File: config.mk
export PLATFORM = sky130hd
export DESIGN_NAME = hazard_ctrl_flat
export DESIGN_NICKNAME = d
export VERILOG_FILES = /design/src/rtl/core_pkg.sv /design/src/rtl/hazard_ctrl_if.sv /design/src/rtl/hazard_ctrl_fwd_sel.sv /design/src/rtl/hazard_ctrl.sv /design/src/flat_wrapper.sv
export SDC_FILE = /design/constraint.sdc
export NUM_CORES = 1
export LEC_CHECK = 0
export ABC_AREA = 1
export BUFFER_PORTS_ARGS = -buffer_cell sky130_fd_sc_hd__buf_2
export CORE_MARGIN = 4
export CORE_UTILIZATION = 53
export DETAILED_ROUTE_END_ITERATION = 10
export GPL_TIMING_DRIVEN = 0
export PLACE_DENSITY = 0.76
export SLEW_MARGIN = 20
export SYNTH_ARGS = -nofsm -noshare
export SYNTH_HDL_FRONTEND = slang
export SYNTH_HIERARCHICAL = 1
export SYNTH_SLANG_ARGS = --single-unit
File: constraint.sdc
create_clock -name clk -period 5.13 [get_ports clk]
set_clock_uncertainty 0.1 [all_clocks]
set_input_delay 1.026 -clock clk [delete_from_list [all_inputs] [get_ports clk]]
set_output_delay 1.026 -clock clk [all_outputs]
set_load 0.02 [all_outputs]
File: src/rtl/core_pkg.sv
// core_pkg: shared types and constants for the pipeline hazard controller
package core_pkg;
  localparam int DEF_REG_ADDR_WIDTH = 5;
  localparam logic [1:0] FWD_RF    = 2'b00;
  localparam logic [1:0] FWD_ALU   = 2'b01;
  localparam logic [1:0] FWD_DMEM  = 2'b10;
  localparam logic [1:0] FWD_EXMEM = 2'b11;
  typedef enum logic [1:0] {BOOT, RUN, MEM_WAIT} state_t;
endpackage

File: src/rtl/hazard_ctrl_if.sv
// hazard_ctrl_if: pipeline-to-hazard-controller bundle
//   master: pipeline side, drives ID/EX/MEM hazard info, samples controls
//   slave : hazard_ctrl side, drives stall/flush/forward controls and counters
interface hazard_ctrl_if import core_pkg::*; #(
  parameter int REG_ADDR_WIDTH = DEF_REG_ADDR_WIDTH,
  parameter int CNT_WIDTH = 32
);
  logic [REG_ADDR_WIDTH-1:0] IF_ID_rs1, IF_ID_rs2, ID_EX_rd, EX_MEM_rd;
  logic id_uses_rs1, id_uses_rs2;
  logic ID_EX_reg_wr_en, ID_EX_is_load;
  logic EX_MEM_reg_wr_en, EX_MEM_is_load, EX_MEM_mem_req;
  logic dmem_ready, pc_sel;
  logic pc_write, IF_ID_write, ID_EX_bubble, if_id_flush, pipe_freeze;
  logic [1:0] forward_comp1, forward_comp2;
  logic mem_timeout_err;
  logic [CNT_WIDTH-1:0] stall_cnt, flush_cnt;
  modport master (
    output IF_ID_rs1, IF_ID_rs2, id_uses_rs1, id_uses_rs2, ID_EX_reg_wr_en, ID_EX_is_load, ID_EX_rd,
           EX_MEM_reg_wr_en, EX_MEM_is_load, EX_MEM_mem_req, EX_MEM_rd, dmem_ready, pc_sel,
    input  pc_write, IF_ID_write, ID_EX_bubble, if_id_flush, pipe_freeze, forward_comp1, forward_comp2,
           mem_timeout_err, stall_cnt, flush_cnt
  );
  modport slave (
    input  IF_ID_rs1, IF_ID_rs2, id_uses_rs1, id_uses_rs2, ID_EX_reg_wr_en, ID_EX_is_load, ID_EX_rd,
           EX_MEM_reg_wr_en, EX_MEM_is_load, EX_MEM_mem_req, EX_MEM_rd, dmem_ready, pc_sel,
    output pc_write, IF_ID_write, ID_EX_bubble, if_id_flush, pipe_freeze, forward_comp1, forward_comp2,
           mem_timeout_err, stall_cnt, flush_cnt
  );
endinterface

File: src/rtl/hazard_ctrl_fwd_sel.sv
// fwd_sel: per-operand ID forward select; EX producer beats MEM producer, x0 never forwarded
//   in : rs, EX producer (wr_en/is_load/rd), MEM producer (wr_en/is_load/rd)
//   out: fwd (FWD_RF/FWD_ALU/FWD_DMEM/FWD_EXMEM)
module fwd_sel import core_pkg::*; #(
  parameter int W = DEF_REG_ADDR_WIDTH
) (
  input  logic [W-1:0] rs,
  input  logic         ex_wr_en,
  input  logic         ex_is_load,
  input  logic [W-1:0] ex_rd,
  input  logic         mem_wr_en,
  input  logic         mem_is_load,
  input  logic [W-1:0] mem_rd,
  output logic [1:0]   fwd
);
  // A load in EX has no data yet; it is left to the load-use stall instead.
  always_comb
    fwd = (rs == '0) ? FWD_RF :
          (ex_wr_en && !ex_is_load && ex_rd == rs) ? FWD_ALU :
          (mem_wr_en && mem_rd == rs) ? (mem_is_load ? FWD_DMEM : FWD_EXMEM) : FWD_RF;
endmodule

File: src/rtl/hazard_ctrl.sv
// hazard_ctrl: stall/flush/forward control, boot hold, dmem wait timeout and perf counters
//   clk, reset_n (async, active-low)
//   bus (slave): hazard inputs from ID/EX/MEM, combinational controls, sticky timeout, counters
module hazard_ctrl import core_pkg::*; #(
  parameter int REG_ADDR_WIDTH = DEF_REG_ADDR_WIDTH,
  parameter int BOOT_CYCLES = 2,
  parameter int MEM_TIMEOUT = 255,
  parameter int CNT_WIDTH = 32
) (
  input logic clk,
  input logic reset_n,
  hazard_ctrl_if.slave bus
);
  localparam int BW = $clog2(BOOT_CYCLES + 1);
  localparam int WW = $clog2(MEM_TIMEOUT + 1);
  state_t state, state_nx;
  logic [BW-1:0] boot_cnt;
  logic [WW-1:0] wait_cnt, wait_nx;
  logic err, err_nx;
  logic [CNT_WIDTH-1:0] stall_cnt, flush_cnt;
  logic [1:0] fwd1, fwd2;
  logic boot, mem_stall, load_use, advance;
  fwd_sel #(.W(REG_ADDR_WIDTH)) u_fwd1 (
    .rs(bus.IF_ID_rs1), .ex_wr_en(bus.ID_EX_reg_wr_en), .ex_is_load(bus.ID_EX_is_load), .ex_rd(bus.ID_EX_rd),
    .mem_wr_en(bus.EX_MEM_reg_wr_en), .mem_is_load(bus.EX_MEM_is_load), .mem_rd(bus.EX_MEM_rd), .fwd(fwd1)
  );
  fwd_sel #(.W(REG_ADDR_WIDTH)) u_fwd2 (
    .rs(bus.IF_ID_rs2), .ex_wr_en(bus.ID_EX_reg_wr_en), .ex_is_load(bus.ID_EX_is_load), .ex_rd(bus.ID_EX_rd),
    .mem_wr_en(bus.EX_MEM_reg_wr_en), .mem_is_load(bus.EX_MEM_is_load), .mem_rd(bus.EX_MEM_rd), .fwd(fwd2)
  );
  assign boot      = state == BOOT;
  assign mem_stall = bus.EX_MEM_mem_req & !bus.dmem_ready;
  assign load_use  = bus.ID_EX_is_load & bus.ID_EX_reg_wr_en & (bus.ID_EX_rd != '0) &
                     ((bus.id_uses_rs1 & (bus.IF_ID_rs1 == bus.ID_EX_rd)) |
                      (bus.id_uses_rs2 & (bus.IF_ID_rs2 == bus.ID_EX_rd)));
  assign advance   = !boot & !mem_stall & !load_use;
  assign bus.pc_write        = advance;
  assign bus.IF_ID_write     = advance;
  assign bus.ID_EX_bubble    = boot | (!mem_stall & load_use);
  // A taken branch stalled behind a load is held, not flushed, and re-resolves next cycle.
  assign bus.if_id_flush     = advance & bus.pc_sel;
  assign bus.pipe_freeze     = !boot & mem_stall;
  assign bus.forward_comp1   = boot ? FWD_RF : fwd1;
  assign bus.forward_comp2   = boot ? FWD_RF : fwd2;
  assign bus.mem_timeout_err = err;
  assign bus.stall_cnt       = stall_cnt;
  assign bus.flush_cnt       = flush_cnt;
  always_comb begin
    state_nx = state;
    wait_nx = wait_cnt;
    err_nx = err;
    case (state)
      BOOT: state_nx = (boot_cnt == BW'(BOOT_CYCLES - 1)) ? RUN : BOOT;
      RUN: begin
        state_nx = mem_stall ? MEM_WAIT : RUN;
        wait_nx = mem_stall ? WW'(1) : wait_cnt;
      end
      MEM_WAIT: begin
        // Timeout gives up on the access and returns to RUN; freeze still tracks mem_stall.
        if (bus.dmem_ready) state_nx = RUN;
        else if (wait_cnt == WW'(MEM_TIMEOUT)) begin
          state_nx = RUN;
          wait_nx = '0;
          err_nx = 1'b1;
        end else wait_nx = wait_cnt + 1'b1;
      end
      default: state_nx = BOOT;
    endcase
  end
  always_ff @(posedge clk or negedge reset_n) begin
    if (!reset_n) begin
      state <= BOOT;
      boot_cnt <= '0;
      wait_cnt <= '0;
      err <= 1'b0;
      stall_cnt <= '0;
      flush_cnt <= '0;
    end else begin
      state <= state_nx;
      boot_cnt <= boot ? boot_cnt + 1'b1 : boot_cnt;
      wait_cnt <= wait_nx;
      err <= err_nx;
      if (!boot && !advance && !(&stall_cnt)) stall_cnt <= stall_cnt + 1'b1;
      if (bus.if_id_flush && !(&flush_cnt)) flush_cnt <= flush_cnt + 1'b1;
    end
  end
endmodule

File: src/flat_wrapper.sv
// flat-port wrapper written by rule: the top's interface ports become plain ports
module hazard_ctrl_flat import core_pkg::*;
#(
  parameter int REG_ADDR_WIDTH = DEF_REG_ADDR_WIDTH,
  parameter int BOOT_CYCLES = 2,
  parameter int MEM_TIMEOUT = 255,
  parameter int CNT_WIDTH = 32
)
  (clk, reset_n, bus_IF_ID_rs1, bus_IF_ID_rs2, bus_id_uses_rs1, bus_id_uses_rs2, bus_ID_EX_reg_wr_en, bus_ID_EX_is_load, bus_ID_EX_rd, bus_EX_MEM_reg_wr_en, bus_EX_MEM_is_load, bus_EX_MEM_mem_req, bus_EX_MEM_rd, bus_dmem_ready, bus_pc_sel, bus_pc_write, bus_IF_ID_write, bus_ID_EX_bubble, bus_if_id_flush, bus_pipe_freeze, bus_forward_comp1, bus_forward_comp2, bus_mem_timeout_err, bus_stall_cnt, bus_flush_cnt);
  hazard_ctrl_if #(.REG_ADDR_WIDTH(REG_ADDR_WIDTH), .CNT_WIDTH(CNT_WIDTH)) bus_i ();
  input logic clk;
  input logic reset_n;
  input wire logic [$bits(bus_i.IF_ID_rs1)-1:0] bus_IF_ID_rs1;
  input wire logic [$bits(bus_i.IF_ID_rs2)-1:0] bus_IF_ID_rs2;
  input wire logic [$bits(bus_i.id_uses_rs1)-1:0] bus_id_uses_rs1;
  input wire logic [$bits(bus_i.id_uses_rs2)-1:0] bus_id_uses_rs2;
  input wire logic [$bits(bus_i.ID_EX_reg_wr_en)-1:0] bus_ID_EX_reg_wr_en;
  input wire logic [$bits(bus_i.ID_EX_is_load)-1:0] bus_ID_EX_is_load;
  input wire logic [$bits(bus_i.ID_EX_rd)-1:0] bus_ID_EX_rd;
  input wire logic [$bits(bus_i.EX_MEM_reg_wr_en)-1:0] bus_EX_MEM_reg_wr_en;
  input wire logic [$bits(bus_i.EX_MEM_is_load)-1:0] bus_EX_MEM_is_load;
  input wire logic [$bits(bus_i.EX_MEM_mem_req)-1:0] bus_EX_MEM_mem_req;
  input wire logic [$bits(bus_i.EX_MEM_rd)-1:0] bus_EX_MEM_rd;
  input wire logic [$bits(bus_i.dmem_ready)-1:0] bus_dmem_ready;
  input wire logic [$bits(bus_i.pc_sel)-1:0] bus_pc_sel;
  output wire logic [$bits(bus_i.pc_write)-1:0] bus_pc_write;
  output wire logic [$bits(bus_i.IF_ID_write)-1:0] bus_IF_ID_write;
  output wire logic [$bits(bus_i.ID_EX_bubble)-1:0] bus_ID_EX_bubble;
  output wire logic [$bits(bus_i.if_id_flush)-1:0] bus_if_id_flush;
  output wire logic [$bits(bus_i.pipe_freeze)-1:0] bus_pipe_freeze;
  output wire logic [$bits(bus_i.forward_comp1)-1:0] bus_forward_comp1;
  output wire logic [$bits(bus_i.forward_comp2)-1:0] bus_forward_comp2;
  output wire logic [$bits(bus_i.mem_timeout_err)-1:0] bus_mem_timeout_err;
  output wire logic [$bits(bus_i.stall_cnt)-1:0] bus_stall_cnt;
  output wire logic [$bits(bus_i.flush_cnt)-1:0] bus_flush_cnt;
  assign bus_i.IF_ID_rs1 = bus_IF_ID_rs1;
  assign bus_i.IF_ID_rs2 = bus_IF_ID_rs2;
  assign bus_i.id_uses_rs1 = bus_id_uses_rs1;
  assign bus_i.id_uses_rs2 = bus_id_uses_rs2;
  assign bus_i.ID_EX_reg_wr_en = bus_ID_EX_reg_wr_en;
  assign bus_i.ID_EX_is_load = bus_ID_EX_is_load;
  assign bus_i.ID_EX_rd = bus_ID_EX_rd;
  assign bus_i.EX_MEM_reg_wr_en = bus_EX_MEM_reg_wr_en;
  assign bus_i.EX_MEM_is_load = bus_EX_MEM_is_load;
  assign bus_i.EX_MEM_mem_req = bus_EX_MEM_mem_req;
  assign bus_i.EX_MEM_rd = bus_EX_MEM_rd;
  assign bus_i.dmem_ready = bus_dmem_ready;
  assign bus_i.pc_sel = bus_pc_sel;
  assign bus_pc_write = bus_i.pc_write;
  assign bus_IF_ID_write = bus_i.IF_ID_write;
  assign bus_ID_EX_bubble = bus_i.ID_EX_bubble;
  assign bus_if_id_flush = bus_i.if_id_flush;
  assign bus_pipe_freeze = bus_i.pipe_freeze;
  assign bus_forward_comp1 = bus_i.forward_comp1;
  assign bus_forward_comp2 = bus_i.forward_comp2;
  assign bus_mem_timeout_err = bus_i.mem_timeout_err;
  assign bus_stall_cnt = bus_i.stall_cnt;
  assign bus_flush_cnt = bus_i.flush_cnt;
  hazard_ctrl #(.REG_ADDR_WIDTH(REG_ADDR_WIDTH), .BOOT_CYCLES(BOOT_CYCLES), .MEM_TIMEOUT(MEM_TIMEOUT), .CNT_WIDTH(CNT_WIDTH)) u_core (.clk(clk), .reset_n(reset_n), .bus(bus_i));
endmodule
### Word-level counts from Yosys, hierarchy flattened

Cells that the tools add are included.

* reduce and logical (&&, ||, !) cells: 25
* mux-type cells: 18
* bitwise logic cells: 14
* equal/unequal tests: 13
* add/sub/neg operators: 4

Operators by type and width (number)
* adder 32 x 1 -> 32 bit, second input constant: 2
* AND reduction 32 bit: 2
* equality test 5 bit: 6
* two-way mux 8 bit: 3
* two-way mux 2 bit: 11
* case mux 8 bit (2 select lines): 1
* bitwise AND 1 bit: 11
* logical NOT 5 bit: 2
* adder 8 x 1 -> 8 bit, second input constant: 1
* equality test 8 bit, second input constant: 1
* logical AND 1 bit: 8
* logical NOT 1 bit: 8
* case mux 2 bit (3 select lines): 1
* AND reduction 3 bit: 2
* nonzero test 5 bit: 1
* equality test 2 x 1 -> 1 bit, second input constant: 2
* inequality test 3 x 2 -> 1 bit, second input constant: 1
* adder 2 x 1 -> 2 bit, second input constant: 1
* equality test 2 bit, second input constant: 1
* logical NOT 2 bit: 1
* two-way mux 1 bit: 2
* inequality test 2 x 1 -> 1 bit, second input constant: 1
* inequality test 2 bit, second input constant: 1
* OR 1 bit: 2
* other kinds (2): 2

* output and inout bits: 74
* logic and storage cells: 80
* flip-flop bits (word level): 77
* input bits: 31

### Logic depth before layout (Yosys ltp)

* depth in word-level cells: 9
* depth in mapped cells: 12
* depth with buffers taken out: 11

### Modules after synthesis

Netlist, hierarchy kept.

By module, submodules not included
* hazard_ctrl: seq. area each 1926.8 µm², cells each 831, instances 1, area an instance 5436.5 µm²
* fwd_sel: seq. area each 0.0 µm², cells each 66, instances 2, area an instance 262.8 µm²

### Worst setup path after synthesis

No wires, ideal clock.

* kind: input port to output port
* start: in bus_dmem_ready
* end: out bus_pc_write
* slack: 1927 ps
* stages on the path: 8
* data required time: 4004 ps
* arrival: 2077 ps
* path buffers: 2
* path through: inv_1 -> nand2_1 -> inv_1 -> nor2_2 -> inv_1 -> a21oi_2 -> buf_2 -> buf_4

* longest elaborated chain between the ends: 5

Ends and longest elaborated chain
* from (decl): RTL line flat_wrapper.sv:24 `input wire logic [$bits(bus_i.dmem_ready)-1:0] bus_dmem_ready;`
* logical NOT 1 bit: RTL line hazard_ctrl.sv:32 `assign mem_stall = bus.EX_MEM_mem_req & !bus.dmem_ready;`
* bitwise AND 1 bit: RTL line hazard_ctrl.sv:32
* logical NOT 1 bit: RTL line hazard_ctrl.sv:36 `assign advance = !boot & !mem_stall & !load_use;`
* bitwise AND 1 bit (2 in a row): RTL line hazard_ctrl.sv:36
* to (decl): RTL line flat_wrapper.sv:26 `output wire logic [$bits(bus_i.pc_write)-1:0] bus_pc_write;`

No other way between the ends.

### Worst setup path in the final report

Same ends and word-level chain as after synthesis.

==> reports/metrics.yaml <==
cts-root-buf: "clkbuf_16"
crit_path_start: "bus_dmem_ready"
gp_congestion: 0.9488
grt_pass1_vias: 5792
io_buffers: 103
antenna_left: 0
core_um2: 10940
dp_cells: 1207
htree_num_levels: 3
gr-total-overflow: 0
setup_viol_count_final: 0
wl_mm: 16.57
cp-end-kind: "primary output"
cp.required_ps: 4000
area_delta_synth_final_pct: 17.42
reg2reg_from: "u_core/bus.flush_cnt[0]$_DFFE_PN0P_"
regToRegEndpoint: "u_core/bus.flush_cnt[25]$_DFFE_PN0P_"
clock_power_share_pct: 32.4
leakage_nw: 3.824
p_int_w: 0.001317
first_pass_iters: 5
cts.clk_slew.worst_paths_ps: 60
cp.arrival_ps: 2580
fmax_ghz: 0.2698
cp_num_buf_inv: 7
cts_tree: "built"
maxCapViolCount: 0
cpPeakStageDelay_ps: 330
seqCellArea_um2: 1927
switchingPower_w: 0.0008154
grt.total_usage_pct: 25.80
cts_hold_buf: 0
post_cts_buffers: 0
holdCritPathClass: "reg -> reg"
period_minus_slack_ps: 3707
final_cell_mix: "nand2_1 (402), nor2_1 (131), buf_2 (112)"
hold_violations: 0
vias: 6472
wire_per_inst_um: 13.55
pwr-share-seq_pct: 34.6
stdcell_count: 1223
vdd_drop_max_v: 0.0001675
dpl_cell_area_um2: 6675
drive_above_1_share_pct: 15.97
drt-initial-drc-count: 558
die_h_um: 114.1
vias_per_cell: 5.292
grt_pass1_wl_mm: 27.54
clockBufferDepth: 2
avgSynthCellArea_um2: 6.191
worstRegToRegCells: 10
start_util_pct: 54.52
antenna_found_initial: 0
insertion_delay_ps: 340
crit_end: "bus_pc_write"
slowest_stage: "buf_2"
drc_errors: 0
synthDistinctLibCells: 31
cts_made_buffers: 9
fin_crit_sh_pct: 72.26
synthCells: 963
die_w_um: 114.1
cp-start-kind: "input pin"
path_max_fanout: 11
cp_num_cells: 10
final_nets: 1113
mostFrequentLayoutCell: "nand2_1"
finalInstanceArea_um2: 7000
rows: 38
comb_power_share_pct: 33.1
crit_family: "buffers and inverters"
cts_sinks: 77
cts.repair.resized: 0
ys_ff_latch: 77
crit_chain: "buf_2 > inv_1 > nand2_1 > inv_1 > nor2_2 > inv_1 > a21oi_2 > buf_2 > buf_4 > buf_2"
fill_cells: 1063
ios: 105
tns_ps: 0
slew_violations: 0
n_antenna_cell: 0
reg2reg_setup_slack_ps: 2940
slew_headroom_pct: 60.59
hpwlAfterDp_mm: 12.57
syn_area_um2: 5962
power.density_nw_per_um2: 304.7
outcome: "finished clean"
synth_nets: 998
crit_type: "in -> out"
grt_max_degree: 42
worstMarginPinSlew_ps: 591.1
multiInputGateArea_um2: 3426
rsz0062_at_grt: "no"
die-area_um2: 13010
seq_area_frac_synth_pct: 32.32
p_sw_share_pct: 38.23
synth_warnings: 6
-- cell usage after synthesis, drive strengths merged --
cell,number,area [um^2]
a21oi,9,48.80
a22o,1,8.760
a31oi,1,6.260
and3,1,6.260
buf,25,162.6
clkbuf,3,11.26
dfrtp,77,1927
ha,4,50.05
inv,116,435.4
nand2,406,1534
nand3,30,155.1
nand3b,22,165.2
nand4,72,480.5
nor2,143,586.8
nor3,9,45.04
o21ai,11,55.05
o21bai,1,7.510
o22ai,1,6.260
o31ai,1,7.510
xnor2,10,87.58
xor2,20,175.2
-- final cells by class --
type | count | share of cell area (%)
Clock buffer | 10 | 3.414
Sequential cell | 77 | 27.52
Multi-Input combinational cell | 742 | 48.94
Clock inverter | 6 | 1.233
Timing Repair Buffer | 104 | 7.685
Tap cell | 140 | 2.502
Buffer | 28 | 2.484
Inverter | 116 | 6.220
-- routing by layer --
layer	vias up	GRT usage (%)	share of wire (%)
met4	0	7.047	1.6
met5	-	0	0
li1	3268	-	-
met3	28	3.858	7.6
met1	2940	37.49	46
met2	236	40.20	45
-- power by group through the flow --
| stage | combinational, W | clock (W) | sequential [W] |
|---|---|---|---|
| after floorplan | 0.000442 | 0 | 0.000774 |
| after global placement | 0.000687 | 0 | 0.000745 |
| after detailed placement | 0.000701 | 0 | 0.000746 |
| after CTS | 0.000702 | 0.000706 | 0.000736 |
| after global routing | 0.000783 | 0.000733 | 0.000748 |
| final | 0.000705 | 0.000691 | 0.000737 |
-- stage by stage --
stage          hold slack [ps]  setup WS [ps]  power [W]  utilization, %
2_1_floorplan            348.0           1927   0.001216               -
3_3_place_gp             367.6           1496   0.001432           60.84
3_5_place_dp             368.7           1433   0.001446           61.04
4_1_cts                  387.6           1445   0.002145           64.02
5_1_grt                  424.7           1290   0.002264           64.02
6_report                 386.5           1423   0.002133           64.02
-- worst min-delay path by stage --
stage                                           start                                endpoint  slack [ps]  depth (start not counted)
3_3_place_gp   u_core/bus.mem_timeout_err$_DFFE_PN0P_  u_core/bus.mem_timeout_err$_DFFE_PN0P_         370                          1
3_5_place_dp   u_core/bus.mem_timeout_err$_DFFE_PN0P_  u_core/bus.mem_timeout_err$_DFFE_PN0P_         370                          1
6_report       u_core/bus.mem_timeout_err$_DFFE_PN0P_  u_core/bus.mem_timeout_err$_DFFE_PN0P_         390                          1
2_1_floorplan          u_core/boot_cnt[0]$_DFFE_PN0P_          u_core/boot_cnt[0]$_DFFE_PN0P_         350                          1
4_1_cts                u_core/boot_cnt[0]$_DFFE_PN0P_          u_core/boot_cnt[0]$_DFFE_PN0P_         390                          1
5_1_grt        u_core/bus.mem_timeout_err$_DFFE_PN0P_  u_core/bus.mem_timeout_err$_DFFE_PN0P_         420                          1
-- flip-flops by register name, indices dropped and copies added (netlist names) --
signal,cells
u_core/boot_cnt,2
u_core/bus.flush_cnt,32
u_core/state,2
u_core/bus.stall_cnt,32
u_core/bus.mem_timeout_err,1
u_core/wait_cnt,8
-- kinds of logic after synthesis --
| group | share of synthesized area, % |
|---|---|
| and+or+nand+nor | 49.86 |
| AOI/OAI and AO/OA | 2.351 |
| buffers and inverters | 10.22 |
| adders and majority gates | 0.8395 |
| xor gates and xnor gates | 4.407 |
| DFF | 32.32 |
Power figures use the tool's default switching activity.
